### src/rtl/sd_dat_responder_pkg.sv
// Shared constants, state encoding and CRC16 step for the SD DAT[3:0] card-side responder.
package sd_dat_responder_pkg;

  localparam logic [15:0] CRC16_POLY = 16'h1021;   // x^16 + x^12 + x^5 + 1
  localparam logic [3:0]  START_NIB  = 4'h0;
  localparam logic [3:0]  END_NIB    = 4'hF;
  localparam logic [3:0]  IDLE_NIB   = 4'hF;
  localparam logic [3:0]  BUSY_NIB   = 4'b1110;
  localparam logic [2:0]  TOKEN_PASS = 3'b010;
  localparam logic [2:0]  TOKEN_FAIL = 3'b101;

  typedef enum logic [3:0] {
    S_IDLE,
    S_RX_WAIT,
    S_RX_DATA,
    S_RX_CRC,
    S_RX_END,
    S_ST_GAP,
    S_ST_TOKEN,
    S_BUSY,
    S_TX_WAIT,
    S_TX_START,
    S_TX_DATA,
    S_TX_CRC,
    S_TX_END,
    S_DONE
  } state_t;

  // Full status frame on DAT0, sent MSB first: start 0, three status bits, end 1.
  function automatic logic [4:0] status_token(input logic fail);
    return {1'b0, (fail ? TOKEN_FAIL : TOKEN_PASS), 1'b1};
  endfunction

  function automatic logic [15:0] crc16_next(input logic [15:0] crc, input logic din);
    logic fb;
    fb = din ^ crc[15];
    return {crc[14:0], 1'b0} ^ (fb ? CRC16_POLY : 16'h0000);
  endfunction

endpackage

### src/rtl/sd_dat_responder_crc16.sv
// Serial one-bit CRC16 for a single DAT line; clear has priority over enable.
module sd_crc16
  import sd_dat_responder_pkg::*;
(
  input  logic        clk,
  input  logic        rst,
  input  logic        clr,
  input  logic        en,
  input  logic        din,
  output logic [15:0] crc
);

  always_ff @(posedge clk or posedge rst) begin
    if (rst) begin
      crc <= '0;
    end else if (clr) begin
      crc <= '0;
    end else if (en) begin
      crc <= crc16_next(crc, din);
    end
  end

endmodule

### src/rtl/sd_dat_responder.sv
// Card-side SD DAT[3:0] responder: receives host write blocks with CRC status/busy reply,
// and transmits read blocks from an external synchronous nibble buffer.
module sd_dat_responder
  import sd_dat_responder_pkg::*;
#(
  parameter int BLOCK_NIBBLES = 1024,
  parameter int ADDR_W        = 10,
  parameter int NAC_CYCLES    = 2,
  parameter int BUSY_CYCLES   = 8
) (
  input  logic              iclk,
  input  logic              irst,
  input  logic [3:0]        idata_sd,
  output logic [3:0]        odata_sd,
  output logic              ooe,
  input  logic              istart_recv,
  input  logic              istart_send,
  output logic [ADDR_W-1:0] oaddr,
  output logic [3:0]        owdata,
  output logic              owrite_en,
  input  logic [3:0]        irdata,
  output logic              ocrc_fail,
  output logic              odone,
  output state_t            dbg_state
);

  localparam logic [ADDR_W-1:0] CNT_ONE   = ADDR_W'(1);
  localparam logic [ADDR_W-1:0] LAST_NIB  = ADDR_W'(BLOCK_NIBBLES - 1);
  localparam logic [ADDR_W-1:0] NAC_LAST  = ADDR_W'(NAC_CYCLES - 1);
  localparam logic [ADDR_W-1:0] BUSY_LAST = ADDR_W'(BUSY_CYCLES - 1);
  localparam logic [ADDR_W-1:0] CRC_LAST  = ADDR_W'(15);
  localparam logic [ADDR_W-1:0] GAP_LAST  = ADDR_W'(1);
  localparam logic [ADDR_W-1:0] TOK_LAST  = ADDR_W'(4);

  state_t            state;
  logic [ADDR_W-1:0] cnt;
  logic              crc_err;
  logic              crc_clr;
  logic              crc_en;
  logic [3:0]        crc_din;
  logic [3:0][15:0]  crc_q;
  logic [3:0]        crc_bit_idx;
  logic [3:0]        crc_nib;
  logic [4:0]        tok;

  assign dbg_state = state;
  assign tok       = status_token(ocrc_fail);

  for (genvar l = 0; l < 4; l++) begin : g_crc
    sd_crc16 u_crc (
      .clk (iclk),
      .rst (irst),
      .clr (crc_clr),
      .en  (crc_en),
      .din (crc_din[l]),
      .crc (crc_q[l])
    );
  end

  // RX feeds the bus nibble; TX feeds the RAM nibble on the edge it is registered onto the bus.
  always_comb begin
    crc_clr = (state == S_IDLE);
    crc_en  = 1'b0;
    crc_din = idata_sd;
    case (state)
      S_RX_DATA:  crc_en = 1'b1;
      S_TX_START: begin
        crc_en  = 1'b1;
        crc_din = irdata;
      end
      S_TX_DATA: begin
        crc_en  = (cnt != LAST_NIB);
        crc_din = irdata;
      end
      default: ;
    endcase
  end

  // RX compares the bit on the bus now; TX loads the bit for the next bus cycle.
  always_comb begin
    crc_bit_idx = 4'd15;
    if (state == S_RX_CRC) begin
      crc_bit_idx = 4'd15 - cnt[3:0];
    end else if (state == S_TX_CRC) begin
      crc_bit_idx = 4'd14 - cnt[3:0];
    end
    crc_nib = '0;
    for (int l = 0; l < 4; l++) begin
      crc_nib[l] = crc_q[l][crc_bit_idx];
    end
  end

  always_ff @(posedge iclk or posedge irst) begin
    if (irst) begin
      state     <= S_IDLE;
      cnt       <= '0;
      crc_err   <= 1'b0;
      odata_sd  <= IDLE_NIB;
      ooe       <= 1'b0;
      oaddr     <= '0;
      owdata    <= '0;
      owrite_en <= 1'b0;
      ocrc_fail <= 1'b0;
      odone     <= 1'b0;
    end else begin
      odone     <= 1'b0;
      owrite_en <= 1'b0;
      case (state)
        S_IDLE: begin
          if (istart_recv) begin
            state     <= S_RX_WAIT;
            ocrc_fail <= 1'b0;
          end else if (istart_send) begin
            state <= S_TX_WAIT;
            cnt   <= '0;
            oaddr <= '0;
          end
        end
        S_RX_WAIT: begin
          if (idata_sd == START_NIB) begin
            state   <= S_RX_DATA;
            cnt     <= '0;
            crc_err <= 1'b0;
          end
        end
        S_RX_DATA: begin
          owrite_en <= 1'b1;
          oaddr     <= cnt;
          owdata    <= idata_sd;
          if (cnt == LAST_NIB) begin
            state <= S_RX_CRC;
            cnt   <= '0;
          end else begin
            cnt <= cnt + CNT_ONE;
          end
        end
        S_RX_CRC: begin
          crc_err <= crc_err | (idata_sd != crc_nib);
          if (cnt == CRC_LAST) begin
            state <= S_RX_END;
          end else begin
            cnt <= cnt + CNT_ONE;
          end
        end
        S_RX_END: begin
          ocrc_fail <= crc_err | (idata_sd != END_NIB);
          state     <= S_ST_GAP;
          cnt       <= '0;
        end
        S_ST_GAP: begin
          if (cnt == GAP_LAST) begin
            state    <= S_ST_TOKEN;
            cnt      <= '0;
            ooe      <= 1'b1;
            odata_sd <= {3'b111, tok[4]};
          end else begin
            cnt <= cnt + CNT_ONE;
          end
        end
        S_ST_TOKEN: begin
          if (cnt == TOK_LAST) begin
            state    <= S_BUSY;
            cnt      <= '0;
            odata_sd <= BUSY_NIB;
          end else begin
            cnt      <= cnt + CNT_ONE;
            odata_sd <= {3'b111, tok[3'd3 - cnt[2:0]]};
          end
        end
        S_BUSY: begin
          if (cnt == BUSY_LAST) begin
            state    <= S_DONE;
            ooe      <= 1'b0;
            odata_sd <= IDLE_NIB;
            odone    <= 1'b1;
          end else begin
            cnt <= cnt + CNT_ONE;
          end
        end
        S_TX_WAIT: begin
          if (cnt == NAC_LAST) begin
            state    <= S_TX_START;
            ooe      <= 1'b1;
            odata_sd <= START_NIB;
            oaddr    <= CNT_ONE;
          end else begin
            cnt <= cnt + CNT_ONE;
          end
        end
        S_TX_START: begin
          state    <= S_TX_DATA;
          cnt      <= '0;
          odata_sd <= irdata;
          oaddr    <= oaddr + CNT_ONE;
        end
        S_TX_DATA: begin
          if (cnt == LAST_NIB) begin
            state    <= S_TX_CRC;
            cnt      <= '0;
            odata_sd <= crc_nib;
          end else begin
            cnt      <= cnt + CNT_ONE;
            odata_sd <= irdata;
            if (oaddr != LAST_NIB) begin
              oaddr <= oaddr + CNT_ONE;
            end
          end
        end
        S_TX_CRC: begin
          if (cnt == CRC_LAST) begin
            state    <= S_TX_END;
            odata_sd <= END_NIB;
          end else begin
            cnt      <= cnt + CNT_ONE;
            odata_sd <= crc_nib;
          end
        end
        S_TX_END: begin
          state    <= S_DONE;
          ooe      <= 1'b0;
          odata_sd <= IDLE_NIB;
          odone    <= 1'b1;
        end
        S_DONE:  state <= S_IDLE;
        default: state <= S_IDLE;
      endcase
    end
  end

endmodule

### config.mk
export PLATFORM = sky130hd
export DESIGN_NAME = sd_dat_responder
export DESIGN_NICKNAME = d
export VERILOG_FILES = /design/src/rtl/sd_dat_responder_pkg.sv /design/src/rtl/sd_dat_responder_crc16.sv /design/src/rtl/sd_dat_responder.sv
export SDC_FILE = /design/constraint.sdc
export NUM_CORES = 1
export LEC_CHECK = 0
export ABC_CLOCK_PERIOD_IN_PS = 3350
export CORE_MARGIN = 4
export CORE_UTILIZATION = 45
export CTS_CLUSTER_SIZE = 28
export DETAILED_ROUTE_END_ITERATION = 12
export GPL_TIMING_DRIVEN = 0
export PLACE_DENSITY_LB_ADDON = 0.12
export SKIP_CTS_REPAIR_TIMING = 1
export SYNTH_ARGS = -nofsm -noshare
export SYNTH_HDL_FRONTEND = slang
export SYNTH_HIERARCHICAL = 1
export SYNTH_SLANG_ARGS = --single-unit
### constraint.sdc
create_clock -name iclk -period 3.35 [get_ports iclk]
set_input_delay 1.005 -clock iclk [delete_from_list [all_inputs] [get_ports iclk]]
set_output_delay 1.005 -clock iclk [all_outputs]
set_load 0.03 [all_outputs]
After elaboration in Yosys (flattened, before gate mapping)
Cells that the tools add are included.

word-level totals
  register bits after elaboration = 101
  latch bits = 0
  bits in writable memories = 0
  bits in read-only memories = 0
  bits of input ports = 12
  output and inout port bits = 26
  word-level logic and storage cells = 163
  memories kept = 0

operators by class
  add/subtract/negate cells = 5
  multiply operators = 0
  div/mod/pow operators = 0
  $lt $le $gt $ge = 2
  eq/ne operators = 40
  shift-type cells = 0
  multiplexer cells = 70
  bitwise logic cells = 10
  reduce and logical (&&, ||, !) cells = 22

operator list
  operator                                                          count
  16-bit 2-to-1 mux                                                 8
  10-bit 2-to-1 mux                                                 12
  10-bit case mux with 9 select lines                               1
  4-bit 2-to-1 mux                                                  19
  16-bit XOR                                                        4
  13-bit 2-to-1 mux                                                 4
  4-bit case mux with 13 select lines                               1
  10-bit case mux with 5 select lines                               1
  4-bit case mux with 8 select lines                                1
  2-bit inequality test, second input constant                      15
  10-bit by 1-bit adder with 10-bit output, second input constant   2
  10-bit by 3-bit == test with 1-bit output, second input constant  2
  4-bit == test, second input constant                              5
  10-bit inequality test, second input constant                     2
  1-bit binary-select mux with 4-bit select                         4
  4-bit by 3-bit == test with 1-bit output, second input constant   4
  1-bit 2-to-1 mux                                                  12
  2-bit OR reduction                                                6
  10-bit by 1-bit == test with 1-bit output, second input constant  1
  10-bit == test, second input constant                             1
  10-bit by 4-bit == test with 1-bit output, second input constant  1
  10-bit AND reduction                                              1
  9-bit nonzero test                                                1
  4-bit by 2-bit == test with 1-bit output, second input constant   2
  other kinds (25)                                                  39

Depth between registers and ports, before layout
Gate-level depths: netlist of run 1.

  depth after elaboration = 8
  mapped depth = 12
  mapped depth without buffers = 9

Hierarchy
The synthesis of run 1 kept the hierarchy.

modules (own cells, without submodules)
  module            times used  cells each  area each (sq um)  seq. area each (sq um)
  sd_dat_responder  1           432         3314.4             930.9
  sd_crc16          4           59          696.9              400.4

Worst setup path after synthesis of run 1
No wires, ideal clock.

  path type = flip-flop to flip-flop
  start point = register state[0] (netlist: dbg_state[0])
  end point = register g_crc[0].u_crc.crc[1]
  setup time = 0.132 ns
  data arrival time = 2.700 ns
  data required time = 3.218 ns
  path slack = 0.518 ns
  cell stages (with the launch flop) = 11
  buffers on the path = 6
  period minus slack after synthesis = 2.832 ns
  path through = dfrtp_1 > clkbuf_1 > clkbuf_1 > buf_2 > nor3_1 > clkbuf_1 > or2_2 > buf_4 > buf_8 > mux2i_1 > nor2_1

between the ends
  cells in the longest elaborated chain, start to end = 4
  elaborated cells between the ends (all ways) = 8
  classes of those cells = 3 x eq/ne; 2 x mux; 3 x reduce/logical

ends and longest elaborated chain
  what                                                                       RTL line                      RTL
  from (decl)                                                                sd_dat_responder.sv:35        state_t state;
  from (signal assigned)                                                     sd_dat_responder.sv:95        state <= S_IDLE;
  from (signal assigned)                                                     sd_dat_responder.sv:111       state <= S_RX_WAIT;
  from (signal assigned)                                                     sd_dat_responder.sv:114       state <= S_TX_WAIT;
  4-bit == test or 4-bit by 2-bit == test with 1-bit output (tied branches)  sd_dat_responder.sv:65        case (state)
  2-bit OR reduction (no line)                                               --
  1-bit case mux with 2 select lines *                                       sd_dat_responder.sv:65
  via crc_en                                                                 sd_dat_responder.sv:39        logic crc_en;
  2-bit nonzero test (no line) *                                             --
  to (signal assigned)                                                       sd_dat_responder_crc16.sv:19  crc <= crc16_next(crc, din);
  to (decl)                                                                  sd_dat_responder_crc16.sv:10  output logic [15:0] crc

Mark *: on every way through the listed nets, which the timed path passes. The rest lies on a longest branch.
A chain may end at the register's enable or synchronous reset.

Worst setup path after layout of run 1
  start point = input idata_sd[1]
  end point = register cnt[5]

between the ends
  cells in the longest elaborated chain, start to end = 3

ends and longest elaborated chain
  what                             RTL line                 RTL
  from (decl)                      sd_dat_responder.sv:13   input logic [3:0] idata_sd,
  4-bit zero test                  sd_dat_responder.sv:120  if (idata_sd == START_NIB) begin
  2-bit inequality test (no line)  --
  7-bit AND reduction (no line)    --
  to (signal assigned)             sd_dat_responder.sv:134  cnt <= cnt + CNT_ONE;
  to (signal assigned)             sd_dat_responder.sv:142  cnt <= cnt + CNT_ONE;
  to (signal assigned)             sd_dat_responder.sv:157  cnt <= cnt + CNT_ONE;
  to (decl)                        sd_dat_responder.sv:36   logic [ADDR_W-1:0] cnt;

No other way between the ends.

==> results.py, run 1 <==
metrics = {
    "outcome": {
        "status": "finished clean",
    },
    "clocking": {
        "cts-buffers-inserted": 9,
        "clk_path_buf_depth": 2,
        "clockRootBuffer": "clkbuf_16",
        "cts.clk_slew.worst_paths_ns": 0.07,
        "cts.sinks": 101,
        "cts_tree": "done",
        "cts_max_level": 3,
        "clock_latency_ns": 0.36,
    },
    "die": {
        "initial_core_util_pct": 46.1,
        "io_pins": 38,
        "die_h_um": 124,
        "rows": 42,
        "dieArea_um2": 15500,
        "die_w_um": 124,
        "core_area_um2": 13200,
    },
    "route": {
        "routed_wirelength_um": 16900,
        "drt_iter0_markers": 498,
        "num_vias": 5328,
        "via_per_inst": 5.94,
        "wl_per_cell_um": 18.8,
        "first_pass_iters": 7,
        "drc_errors": 0,
        "postRouteAntennaNets": 0,
    },
    "layout": {
        "mostFrequentLayoutCells": "dfrtp_1 (97), nor2_1 (94), nand2_1 (75), mux2i_1 (56), clkdlybuf4s50_1 (36)",
        "layout_commonest_cell": "dfrtp_1",
        "syn_to_final_growth_pct": 16.2,
        "fill_cells": 1249,
        "drive_above_1_share_pct": 10.5,
        "diodes": 0,
        "final_area_um2": 7090,
        "fin_nets": 733,
    },
    "timing": {
        "hold_viol": 0,
        "hold_ws_ns": 0.508,
        "setup_violations": 0,
        "maxSlewHeadroom_pct": 44.0,
        "finalCritPeriodShare_pct": 95.4,
        "skew_ns": 0.00617,
        "min_period_ns": 3.20,
        "clock.fmax_ghz": 0.313,
        "slew_viol_final": 0,
        "tightest_slew_ns": 0.839,
        "fin_ws_ns": 0.153,
    },
    "worst_hold_path": {
        "min_from": "odata_sd[2]$_DFFE_PP1P_",
        "hold_class": "reg2reg",
    },
    "setup_path": {
        "worstPathArrival_ns": 3.44,
        "crit_type": "in2reg",
        "crit_slowest_cell": "clkdlybuf4s50_1",
        "cpMostUsedCell": "buf_2",
        "max_stage_delay_ns": 0.56,
        "r2r-start": "dbg_state[1]$_DFFE_PP0P_",
        "crit_required_ns": 3.60,
        "worstSetupStartpointType": "input port",
        "path_max_fanout": 10,
        "path_cells": "clkdlybuf4s50_1 -> o41ai_4 -> o21ai_0 -> a32oi_1 -> o22ai_1 -> or2_2 -> buf_2 -> buf_2 -> a21o_1 -> a22o_2",
        "cp-end-kind": "flop",
        "crit_family": "compound AO/OA/AOI/OAI gates",
        "critical_path.startpoint": "idata_sd[1]",
        "path_buf_inv": 3,
    },
    "logic_synthesis": {
        "synth_edf_count": 0,
        "syn-instance-count": 668,
        "synth_top_flop_cell": "dfrtp_1",
        "yosysSeqAreaShare_pct": 41.5,
        "synth_cell_types": 71,
        "async_reset_ff_share_pct": 100,
        "synth_fp_nets": 685,
        "synth_area_um2": 6100,
        "synth_seq_cells": 101,
        "synth_area_per_cell_um2": 9.13,
        "synth_warnings": 6,
    },
    "place": {
        "gp_congestion": 0.893,
        "io_buffers": 37,
        "dp_slack_ns": -0.370,
        "dpl-instance-area_um2": 6690,
        "hpwlAfterDp_um": 12300,
    },
    "global_route": {
        "grt_pass1_wl_um": 28000,
        "grt_pass1_vias": 5192,
        "grt.total_usage_pct": 22.0,
        "gr-total-overflow": 0,
        "antenna_found_initial": 0,
        "grt_max_degree": 38,
    },
    "power": {
        "pwr_density_cell_nw_per_um2": 1030,
        "total_leakage_power_nw": 3.20,
        "vdd_drop_max_mv": 0.511,
    },
    "flow_run": {
        "drv_cap": 0,
    },
}
## cells in the mapped netlist, drive strengths merged, types with 8 or more instances
master / count / share of area, %
a211o: 8 / 1.1
a21oi: 18 / 1.5
a22o: 10 / 1.5
a22oi: 10 / 1.2
a32oi: 9 / 1.3
and3: 15 / 1.5
buf: 24 / 2.7
clkbuf: 19 / 1.2
dfrtp: 97 / 40
inv: 24 / 1.5
mux2i: 58 / 9.5
nand2: 76 / 4.7
nand3: 24 / 2.0
nand4b: 9 / 1.3
nor2: 96 / 5.9
o21ai: 30 / 2.5
or4b: 8 / 1.3
xnor2: 11 / 1.7
## routing by layer
metal / up-vias / wire length [µm] / global-route usage, %
met5: - / 0 / 0
met4: 0 / 220 / 5.67
met3: 18 / 930 / 5.32
met2: 139 / 7460 / 33.2
met1: 2649 / 8260 / 31.8
li1: 2522 / - / -
## state kept, by name, summed over array words and instances, names as in the netlist, 4 cells and up
| signal | flops |
|---|---|
| owdata | 4 |
| odata_sd | 4 |
| g_crc.u_crc/crc | 64 |
| dbg_state | 4 |
| oaddr | 10 |
| cnt | 10 |
## power breakdown
part / switching [mW] / internal, mW
combinational: 2.51 / 1.69
sequential: 0.387 / 1.67
clock: 0.527 / 0.527
## path summary, 6_finish.rpt
check | end | slack (ns) | depth (start not counted)
max in group asynchronous | cnt[7]$_DFFE_PP0P_ | 1.42 | 2
min reg2reg | odata_sd[2]$_DFFE_PP1P_ | 0.51 | 2
max reg2reg | g_crc[0].u_crc/crc[2]$_DFFE_PP0P_ | 0.18 | 10
min in group asynchronous | g_crc[1].u_crc/crc[14]$_DFFE_PP0P_ | 1.29 | 2
min | odata_sd[2]$_DFFE_PP1P_ | 0.51 | 2
max | cnt[5]$_DFFE_PP0P_ | 0.15 | 10
## area by class of cell
type | count | area, µm² | area share, %
well taps | 176 | 220 | 3.11
multi-input cells | 500 | 3340 | 47.1
inverters | 24 | 90.1 | 1.27
plain buffers | 43 | 244 | 3.44
clock inverters | 7 | 70.1 | 0.988
clock buffers | 9 | 225 | 3.18
repair buffers | 37 | 373 | 5.26
flip-flops and latches | 101 | 2530 | 35.7
## per-stage QoR
stage / std cells / setup TNS [ns] / utilization, % / power, mW
2_1_floorplan: 668 / 0 / - / 5.03
3_3_place_gp: 881 / -15.37 / 50.5 / 6.05
3_5_place_dp: 881 / -18.48 / 50.5 / 6.16
4_1_cts: 897 / -14.23 / 52.8 / 7.23
5_1_grt: 897 / -0.00194 / 53.6 / 7.85
6_report: 897 / 0 / 53.6 / 7.31
## logic make-up (layout without fill, tap and decap cells)
logic type	count (synthesis)	after routing	share of synthesized area, %
AOI/OAI and AO/OA	150	150	18.3
xor gates and xnor gates	15	15	2.28
adders and majority gates	5	5	1.03
buffers and inverters	67	120	5.33
DFF	101	101	41.5
muxes	64	64	10.6
and+or+nand+nor	266	266	21.0
## worst min-delay path: stages (launching register included)
cell and delay (ns):
dfstp_2 0.37, nor2_1 0.09, a31oi_1 0.04
(Power assumes the default switching activity.)
==> inputs of run 2 (changes only) <==
--- a/config.mk
+++ b/config.mk
@@ -10,6 +10,7 @@
 export CORE_UTILIZATION = 45
 export CTS_CLUSTER_SIZE = 28
 export DETAILED_ROUTE_END_ITERATION = 12
+export DONT_BUFFER_PORTS = 1
 export GPL_TIMING_DRIVEN = 0
 export PLACE_DENSITY_LB_ADDON = 0.12
 export SKIP_CTS_REPAIR_TIMING = 1
==> results.py, run 2 (synthesis gave the netlist of run 1 again) <==
metrics = {
    "timing": {
        "skew_ns": 0.00766,
        "min_period_ns": 3.16,
        "clock.fmax_ghz": 0.317,
        "rsz0062_at_grt": "no",
        "setup_violations": 0,
        "finalCritPeriodShare_pct": 94.3,
        "tightest_slew_ns": 0.880,
        "hold_viol": 0,
        "slew_viol_final": 0,
        "maxSlewHeadroom_pct": 40.9,
    },
    "layout": {
        "final_area_um2": 6680,
        "drive_above_1_share_pct": 11.2,
        "top_register": "g_crc.u_crc/crc",
        "syn_to_final_growth_pct": 9.47,
        "diodes": 0,
        "fin_nets": 697,
        "fill_cells": 1282,
        "mostFrequentLayoutCells": "nor2_1 (94), dfrtp_1 (94), nand2_1 (75), mux2i_1 (56), o21ai_0 (26)",
        "top_regs": "g_crc.u_crc/crc: 64 flops, cnt: 10 flops, oaddr: 10 flops",
        "largest_register_ffs": 64,
    },
    "clocking": {
        "clk_path_buf_depth": 2,
        "cts_max_level": 3,
        "cts_tree": "done",
        "clockRootBuffer": "clkbuf_16",
        "clock_latency_ns": 0.36,
        "cts.sinks": 101,
        "cts.clk_slew.worst_paths_ns": 0.07,
        "cts-buffers-inserted": 9,
    },
    "setup_path": {
        "worstPathArrival_ns": 3.38,
        "crit_cells": 10,
        "path_buf_inv": 4,
        "crit_family": "simple AND/OR/NAND/NOR gates",
        "cpMostUsedCell": "nor2_1",
        "crit_required_ns": 3.58,
        "worstSetupStartpointType": "flop",
        "max_stage_delay_ns": 0.57,
        "crit_slowest_cell": "dfrtp_2",
        "cp-end-kind": "flop",
        "crit_type": "reg2reg",
        "path_max_fanout": 12,
        "path_cells": "buf_2 -> inv_1 -> nor2_1 -> nand2_1 -> o2bb2ai_2 -> or2_2 -> buf_4 -> buf_8 -> mux2i_1 -> nor2_1",
        "worstRegToRegCells": 10,
    },
    "route": {
        "routed_wirelength_um": 16700,
        "first_pass_iters": 5,
        "wl_per_cell_um": 19.5,
        "drt_iter0_markers": 425,
        "drc_errors": 0,
        "num_vias": 5206,
        "via_per_inst": 6.05,
        "postRouteAntennaNets": 0,
    },
    "die": {
        "dieArea_um2": 15500,
        "initial_core_util_pct": 46.1,
        "die_w_um": 124,
        "rows": 42,
        "core_area_um2": 13200,
        "io_pins": 38,
        "die_h_um": 124,
    },
    "global_route": {
        "gr-total-overflow": 0,
        "antenna_found_initial": 0,
        "grt.total_usage_pct": 22.2,
        "grt_pass1_wl_um": 28000,
        "grt_max_degree": 38,
        "grt_pass1_vias": 5063,
    },
    "place": {
        "gp_congestion": 0.881,
        "io_buffers": 0,
        "dpl-instance-area_um2": 6320,
        "hpwlAfterDp_um": 12200,
    },
    "outcome": {
        "status": "finished clean",
    },
    "power": {
        "power_mw": 7.09,
        "pwr_density_cell_nw_per_um2": 1060,
        "vdd_drop_max_mv": 0.416,
        "total_leakage_power_nw": 3.02,
    },
    "worst_hold_path": {
        "hold_depth": 2,
        "hold_class": "reg2reg",
    },
    "flow_run": {
        "drv_cap": 0,
    },
}
run 2: tightest hold or removal path, stage by stage (launching register included):
cell and delay (ns):
dfrtp_1 0.38, nand2_1 0.06, nand3_1 0.07
run 2: routing by layer:
metal,global-route usage (%),part of all wire (%)
met1,33.0,47
met2,32.2,44
met3,5.53,6.6
met4,5.54,1.5
met5,0,0
run 2: final cells by class:
| cell class | count | area (µm²) | area share [%] |
|---|---|---|---|
| Clock inverter | 7 | 65.1 | 0.974 |
| Tap cell | 176 | 220 | 3.30 |
| Sequential cell | 101 | 2540 | 38.0 |
| Clock buffer | 9 | 225 | 3.37 |
| Timing Repair Buffer | 1 | 7.51 | 0.112 |
| Multi-Input combinational cell | 500 | 3290 | 49.3 |
| Inverter | 24 | 90.1 | 1.35 |
| Buffer | 43 | 244 | 3.65 |
run 2: stage by stage:
step	util, %	setup TNS (ns)	hold WS, ns	setup slack, ns	instances
finish	50.4	0	0.538	0.192	861
global route	50.4	0	0.580	0.00274	861
CTS	49.9	-28.55	0.544	-0.556	860
detailed placement	47.7	-27.09	0.522	-0.535	844
global placement	47.7	-20.22	0.511	-0.411	844
floorplan	-	0	0.483	0.518	668
run 2: final timing paths:
check	from	endpoint	slack, ns
setup / recovery	dbg_state[3]$_DFFE_PP0P_	g_crc[2].u_crc/crc[2]$_DFFE_PP0P_	0.19
hold / removal	g_crc[0].u_crc/crc[12]$_DFFE_PP0P_	g_crc[0].u_crc/crc[12]$_DFFE_PP0P_	0.54
setup reg to reg	dbg_state[3]$_DFFE_PP0P_	g_crc[2].u_crc/crc[2]$_DFFE_PP0P_	0.19
hold reg to reg	g_crc[0].u_crc/crc[12]$_DFFE_PP0P_	g_crc[0].u_crc/crc[12]$_DFFE_PP0P_	0.54
max in group asynchronous	irst	dbg_state[3]$_DFFE_PP0P_	2.10
min in group asynchronous	irst	g_crc[2].u_crc/crc[1]$_DFFE_PP0P_	0.60
run 2: power breakdown:
| part | internal (mW) | switching, mW | total [mW] |
|---|---|---|---|
| combinational | 1.53 | 2.28 | 3.81 |
| clock | 0.523 | 0.509 | 1.03 |
| sequential | 1.67 | 0.582 | 2.25 |
